[config.mk]
export PLATFORM = sky130hd
export DESIGN_NAME = channel_scan_mux
export DESIGN_NICKNAME = d
export VERILOG_FILES = /design/src/rtl/channel_scan_mux_pkg.sv /design/src/rtl/channel_scan_mux_rr_next_enabled.sv /design/src/rtl/channel_scan_mux.sv
export SDC_FILE = /design/constraint.sdc
export NUM_CORES = 1
export LEC_CHECK = 0
export CORE_ASPECT_RATIO = 0.5
export CORE_UTILIZATION = 42
export CTS_BUF_LIST = sky130_fd_sc_hd__clkbuf_16
export DETAILED_ROUTE_END_ITERATION = 16
export PLACE_DENSITY = 0.69
export SYNTH_ARGS = -nofsm -noshare
export SYNTH_HDL_FRONTEND = slang
export SYNTH_SLANG_ARGS = --single-unit
export TNS_END_PERCENT = 10
[constraint.sdc]
create_clock -name clk -period 2.6 [get_ports clk]
set_input_delay 0.52 -clock clk [delete_from_list [all_inputs] [get_ports clk]]
set_output_delay 0.52 -clock clk [all_outputs]
set_load 0.1 [all_outputs]
[src/rtl/channel_scan_mux_pkg.sv]
// Shared definitions for channel_scan_mux: FSM state encoding and select-width helper.
package channel_scan_mux_pkg;

    typedef enum logic {
        ST_MANUAL = 1'b0,
        ST_SCAN   = 1'b1
    } scan_state_e;

    // A one-channel mux still needs a 1-bit select.
    function automatic int sel_width(input int n);
        return (n > 1) ? $clog2(n) : 1;
    endfunction

endpackage

[src/rtl/channel_scan_mux_rr_next_enabled.sv]
// Combinational cyclic priority search: the first set mask bit after (or at) cur_idx, wrapping to 0.
module rr_next_enabled #(
    parameter int NUM_CH = 8,
    parameter int SEL_W  = 3
) (
    input  logic [NUM_CH-1:0] mask,
    input  logic [SEL_W-1:0]  cur_idx,
    input  logic              incl_cur,
    output logic [SEL_W-1:0]  next_idx,
    output logic              found,
    output logic              wrapped
);

    logic             found_hi;
    logic [SEL_W-1:0] idx_hi;
    logic [SEL_W-1:0] idx_lo;

    always_comb begin
        // NOTE: every output of a combinational block gets a default first, so no path leaves it unassigned and infers a latch.
        found    = 1'b0;
        found_hi = 1'b0;
        idx_hi   = '0;
        idx_lo   = '0;
        // Descending scan: the last hit written is the lowest index in each half.
        for (int i = NUM_CH - 1; i >= 0; i--) begin
            if (mask[i]) begin
                found  = 1'b1;
                idx_lo = SEL_W'(i);
                if (i > int'(cur_idx) || (incl_cur && i == int'(cur_idx))) begin
                    found_hi = 1'b1;
                    idx_hi   = SEL_W'(i);
                end
            end
        end
        next_idx = found_hi ? idx_hi : idx_lo;
        wrapped  = found && !found_hi;
    end

endmodule

[src/rtl/channel_scan_mux.sv]
// N:1 channel mux with registered output: manual select or auto-scan over mask-enabled channels with a dwell count.
module channel_scan_mux
    import channel_scan_mux_pkg::*;
#(
    parameter int  NUM_CH  = 8,
    parameter int  DATA_W  = 1,
    parameter int  DWELL_W = 16,
    localparam int SEL_W   = sel_width(NUM_CH)
) (
    input  logic                     clk,
    input  logic                     rst_n,
    input  logic [NUM_CH*DATA_W-1:0] I,
    input  logic [SEL_W-1:0]         S,
    input  logic                     mode,
    input  logic [NUM_CH-1:0]        ch_mask,
    input  logic [DWELL_W-1:0]       dwell,
    output logic [DATA_W-1:0]        Y,
    output logic                     Y_valid,
    output logic [SEL_W-1:0]         cur_sel,
    output logic                     wrap
);

    scan_state_e        state;
    scan_state_e        next_state;
    logic               from_manual;
    logic [DWELL_W-1:0] cnt;
    logic [DWELL_W-1:0] cnt_d;
    logic [DWELL_W-1:0] dwell_last;
    logic [SEL_W-1:0]   sel;
    logic [SEL_W-1:0]   next_idx;
    logic               found;
    logic               wrapped;
    logic               scan_edge;
    logic               scan_entry;
    logic               cur_en;
    logic               expired;
    logic               wrap_d;
    logic               sel_ok;
    logic               sel_en;
    logic               valid_d;
    logic [DATA_W-1:0]  y_d;

    // Entry and advance never happen on the same edge, so one searcher serves both.
    rr_next_enabled #(
        .NUM_CH (NUM_CH),
        .SEL_W  (SEL_W)
    ) u_next (
        .mask     (ch_mask),
        .cur_idx  (cur_sel),
        .incl_cur (scan_entry),
        .next_idx (next_idx),
        .found    (found),
        .wrapped  (wrapped)
    );

    always_ff @(posedge clk or negedge rst_n) begin
        // NOTE: sequential state uses non-blocking assignments so every register samples pre-edge values.
        if (!rst_n) state <= ST_MANUAL;
        else        state <= next_state;
    end

    always_comb begin
        next_state = ST_MANUAL;
        unique case (state)
            ST_MANUAL: next_state = mode ? ST_SCAN : ST_MANUAL;
            ST_SCAN:   next_state = mode ? ST_SCAN : ST_MANUAL;
            default:   next_state = ST_MANUAL;
        endcase
    end

    // A scan edge needs both the registered state and live mode; a falling mode returns to S on that same edge.
    assign scan_edge  = (state == ST_SCAN) && mode;
    assign scan_entry = scan_edge && from_manual;
    assign dwell_last = (dwell == '0) ? '0 : dwell - DWELL_W'(1);
    assign expired    = (cnt >= dwell_last);

    always_comb begin
        cur_en = 1'b0;
        for (int k = 0; k < NUM_CH; k++)
            if (cur_sel == SEL_W'(k)) cur_en = ch_mask[k];
    end

    always_comb begin
        sel    = S;
        cnt_d  = '0;
        wrap_d = 1'b0;
        if (scan_edge) begin
            sel = cur_sel;
            if (found) begin
                if (scan_entry) begin
                    sel = next_idx;
                end else if (!cur_en || expired) begin
                    sel    = next_idx;
                    wrap_d = wrapped;
                end else begin
                    cnt_d = cnt + DWELL_W'(1);
                end
            end
        end
    end

    always_comb begin
        y_d    = '0;
        sel_ok = 1'b0;
        sel_en = 1'b0;
        for (int k = 0; k < NUM_CH; k++) begin
            if (sel == SEL_W'(k)) begin
                sel_ok = 1'b1;
                sel_en = ch_mask[k];
                y_d    = I[k*DATA_W +: DATA_W];
            end
        end
        valid_d = sel_ok && (!scan_edge || sel_en);
        if (!valid_d) y_d = '0;
    end

    always_ff @(posedge clk or negedge rst_n) begin
        if (!rst_n) begin
            Y           <= '0;
            Y_valid     <= 1'b0;
            cur_sel     <= '0;
            wrap        <= 1'b0;
            cnt         <= '0;
            from_manual <= 1'b0;
        end else begin
            Y           <= y_d;
            Y_valid     <= valid_d;
            cur_sel     <= sel;
            wrap        <= wrap_d;
            cnt         <= cnt_d;
            from_manual <= (state == ST_MANUAL);
        end
    end

endmodule

==> impl_metrics.ini, run 1 <==
[worst_setup_path]
cp-endpoint = Y
end_kind = register
arrival_ns = 4.39
path_class = primary input to register
critical_path_peak_fanout = 7
worstPathRequired_ns = 2.74
r2r_cells = 10
cp-start-kind = primary input
crit_start = dwell[8]
rrSetupSlack_ns = -0.14
r2r-end = Y
r2r-start = cur_sel[0]

[clocking]
cts_buffers = 3
clockBufferDepth = 2
cts_tree = built
clk_latency_ns = 0.25
cts_sinks = 24
cts_root_buf = clkbuf_16
ctsHtreeMaxLevel = 1
clkTransAtPathRegs_ns = 0.06

[timing]
report.final.setup_viol = 21
period_share = 1.63
fin_crit_ns = 4.25
fin_ws_ns = -1.65
max_freq_mhz = 235
finalHoldViolCount = 0
drv_slew = 0
tightest_slew_ns = 0.344
worst_clock_skew_ns = 0.00190
slew_headroom = 0.768
rsz0062_at_grt = true

[die]
fp.dieW_um = 105
io_pins = 44
die_y_um = 53.5
dieArea_mm2 = 0.00561
std_cell_rows = 18
core_mm2 = 0.00500
initial_core_util = 0.445

[placement]
post-place-ws_ns = -2.27
io_buffers = 43
placement.cell_area_mm2 = 0.00327
place_inst = 449
gp_congestion = 0.916
hpwl_mm = 4.81

[global_route]
grt_max_degree = 25
grt_pass1_wl_mm = 10.1
antenna_found_initial = 0
track_usage = 0.228
grt_pass1_vias = 2291
grt.overflow.total = 0

[pwr]
p_seq_frac = 0.326
powerDensity_mw_per_mm2 = 357
p_sw_frac = 0.334
max-vdd-ir-drop_uv = 263
p_clk_frac = 0.256
p_sw_uw = 421
power_frac_comb = 0.418
intPower_uw = 840
power.leakage_nw = 1.64
p_total_mw = 1.26

[synthesis]
ys_ff_latch = 24
synth_nets = 329
synth-xor-area-share = 0.106
ys.flop_type = dfrtp_1
yosysWarningCount = 0
synth_top_family_by_area = simple AND/OR/NAND/NOR gates
postSynthAreaPerCell_um2 = 8.18
synthSimpleGateAreaFrac = 0.283
synth_area_mm2 = 0.00222
synth-adder-area-share = 0.112
synth-compound-area-share = 0.153
ys_seq_area_frac = 0.270
muxShareOfSynthArea = 0.0422
synth_cell_types = 54
synth_cells = 272
synthArstFlopShare = 1.00
synth_edf_count = 0

[finish]
fin_area_mm2 = 0.00353
stdcell_count = 458
layout_commonest_cell = buf_4
diodes = 0
fin_nets = 447
fin_util = 0.706
final_cell_mix = buf_4 (78), nand2_1 (31), clkdlybuf4s50_1 (31), nor2_1 (26), dfrtp_1 (24)
syn_to_final_growth_pct = 58.8
drive_above_1_share = 0.340

[outcome]
violations = negative setup slack
status = complete, but fails checks

[route]
drt_pass1_iterations = 4
drc_errors = 0
postRouteAntennaNets = 0
drt_iter0_drc = 81
wl_per_cell_um = 14.1
vias = 2425
viasPerCell = 5.29
wl_mm = 6.46

[hold_path]
min_path_type = register to register
min_path_cells = 1

[job]
cap_violations = 0
## registers in the layout, indices dropped and copies added, names as in the netlist
signal and count:
state 1, Y 1, cnt 16, Y_valid 1
wrap 1, cur_sel 3, from_manual 1
## power groups by stage
stage	registers (mW)	clock network (mW)	logic (mW)
global route	0.412	0.346	0.565
CTS	0.409	0.325	0.496
global placement	0.416	0	0.468
detailed placement	0.416	0	0.477
floorplan	0.491	0	0.190
finish	0.411	0.323	0.527
## how the worst min path moves through the flow
| stage | from | end | slack, ns |
|---|---|---|---|
| 2_1_floorplan | rst_n | Y | 0.22 |
| 3_3_place_gp | state | from_manual | 0.51 |
| 3_5_place_dp | state | from_manual | 0.52 |
| 4_1_cts | state | from_manual | 0.52 |
| 5_1_grt | state | from_manual | 0.56 |
| 6_report | state | from_manual | 0.53 |
## layer usage
layer	track usage	share of wire
met1	0.281	0.45
met2	0.443	0.50
met3	0.0222	0.045
met4	0.0469	0.0048
met5	0	0
## Yosys cell counts, types with 3 or more instances
| library cell | n | area [um^2] |
|---|---|---|
| nand3_1 | 14 | 70.1 |
| nor3_1 | 6 | 30.0 |
| dfrtp_1 | 24 | 601 |
| and3_1 | 5 | 31.3 |
| mux2i_1 | 6 | 60.1 |
| nand2_1 | 35 | 131 |
| nor4_1 | 3 | 18.8 |
| a221o_1 | 3 | 30.0 |
| a21oi_1 | 11 | 55.1 |
| nor2b_1 | 3 | 18.8 |
| and2_1 | 3 | 18.8 |
| inv_1 | 11 | 41.3 |
| xnor2_1 | 7 | 61.3 |
| ha_1 | 19 | 238 |
| nor2_1 | 36 | 135 |
| xor2_1 | 20 | 175 |
| o21ai_0 | 8 | 40.0 |
| or3_1 | 3 | 18.8 |
| nand3b_1 | 3 | 22.5 |
| nand2b_1 | 3 | 18.8 |
| mux2_2 | 3 | 33.8 |
## final cells by class
class / instances / area [um^2]
Fill cell: 376 / 1470
Tap cell: 70 / 87.6
Timing Repair Buffer: 119 / 1000
Sequential cell: 24 / 601
Multi-Input combinational cell: 231 / 1720
Clock buffer: 3 / 75.1
Inverter: 11 / 41.3
## stage by stage
stage / hold WS [ns] / setup TNS (ns)
after floorplan: 0.224 / -22.88
after global placement: 0.506 / -33.56
after detailed placement: 0.525 / -35.10
after CTS: 0.520 / -25.52
after global routing: 0.561 / -24.65
final: 0.528 / -22.22
## critical path, cell delays in order
cell,delay [ns]
buf_6,0.09
or3_4,0.38
or4_4,0.43
or3_4,0.35
nor2_1,0.09
nand4b_1,0.17
buf_6,0.19
nand2_2,0.07
ha_4,0.21
a21oi_2,0.16
a21boi_1,0.09
a211o_1,0.32
nor2b_2,0.18
nand2_2,0.08
a222oi_1,0.27
buf_4,0.22
mux2i_2,0.24
a31oi_1,0.12
and4b_1,0.21
## cell families (layout without fill, tap and decap cells)
| logic type | Yosys count | after routing |
|---|---|---|
| flip-flops | 24 | 24 |
| AND/OR/NAND/NOR | 128 | 128 |
| buffers and inverters | 17 | 133 |
| multiplexers | 9 | 9 |
| adder cells (fa/ha/maj) | 20 | 20 |
| AO/OA/AOI/OAI | 47 | 47 |
| XOR/XNOR | 27 | 27 |
## timing repair
action,4_1_cts,5_1_grt
pin swaps,15,18
resized for setup,28,20
gates cloned,0,1
hold buffers,0,0
setup endpoints to repair,21,21
buffers inserted,3,3
No activity file was read; power rests on OpenSTA's default activity.
==> inputs of run 2 (changes only) <==
--- a/config.mk
+++ b/config.mk
@@ -9,6 +9,7 @@
 export CORE_UTILIZATION = 42
 export CTS_BUF_LIST = sky130_fd_sc_hd__clkbuf_16
 export DETAILED_ROUTE_END_ITERATION = 16
+export HOLD_SLACK_MARGIN = 0.15
 export PLACE_DENSITY = 0.69
 export SYNTH_ARGS = -nofsm -noshare
 export SYNTH_HDL_FRONTEND = slang
==> results of run 2 <==
Final layout, timing and power as in run 1 (identical DEF).
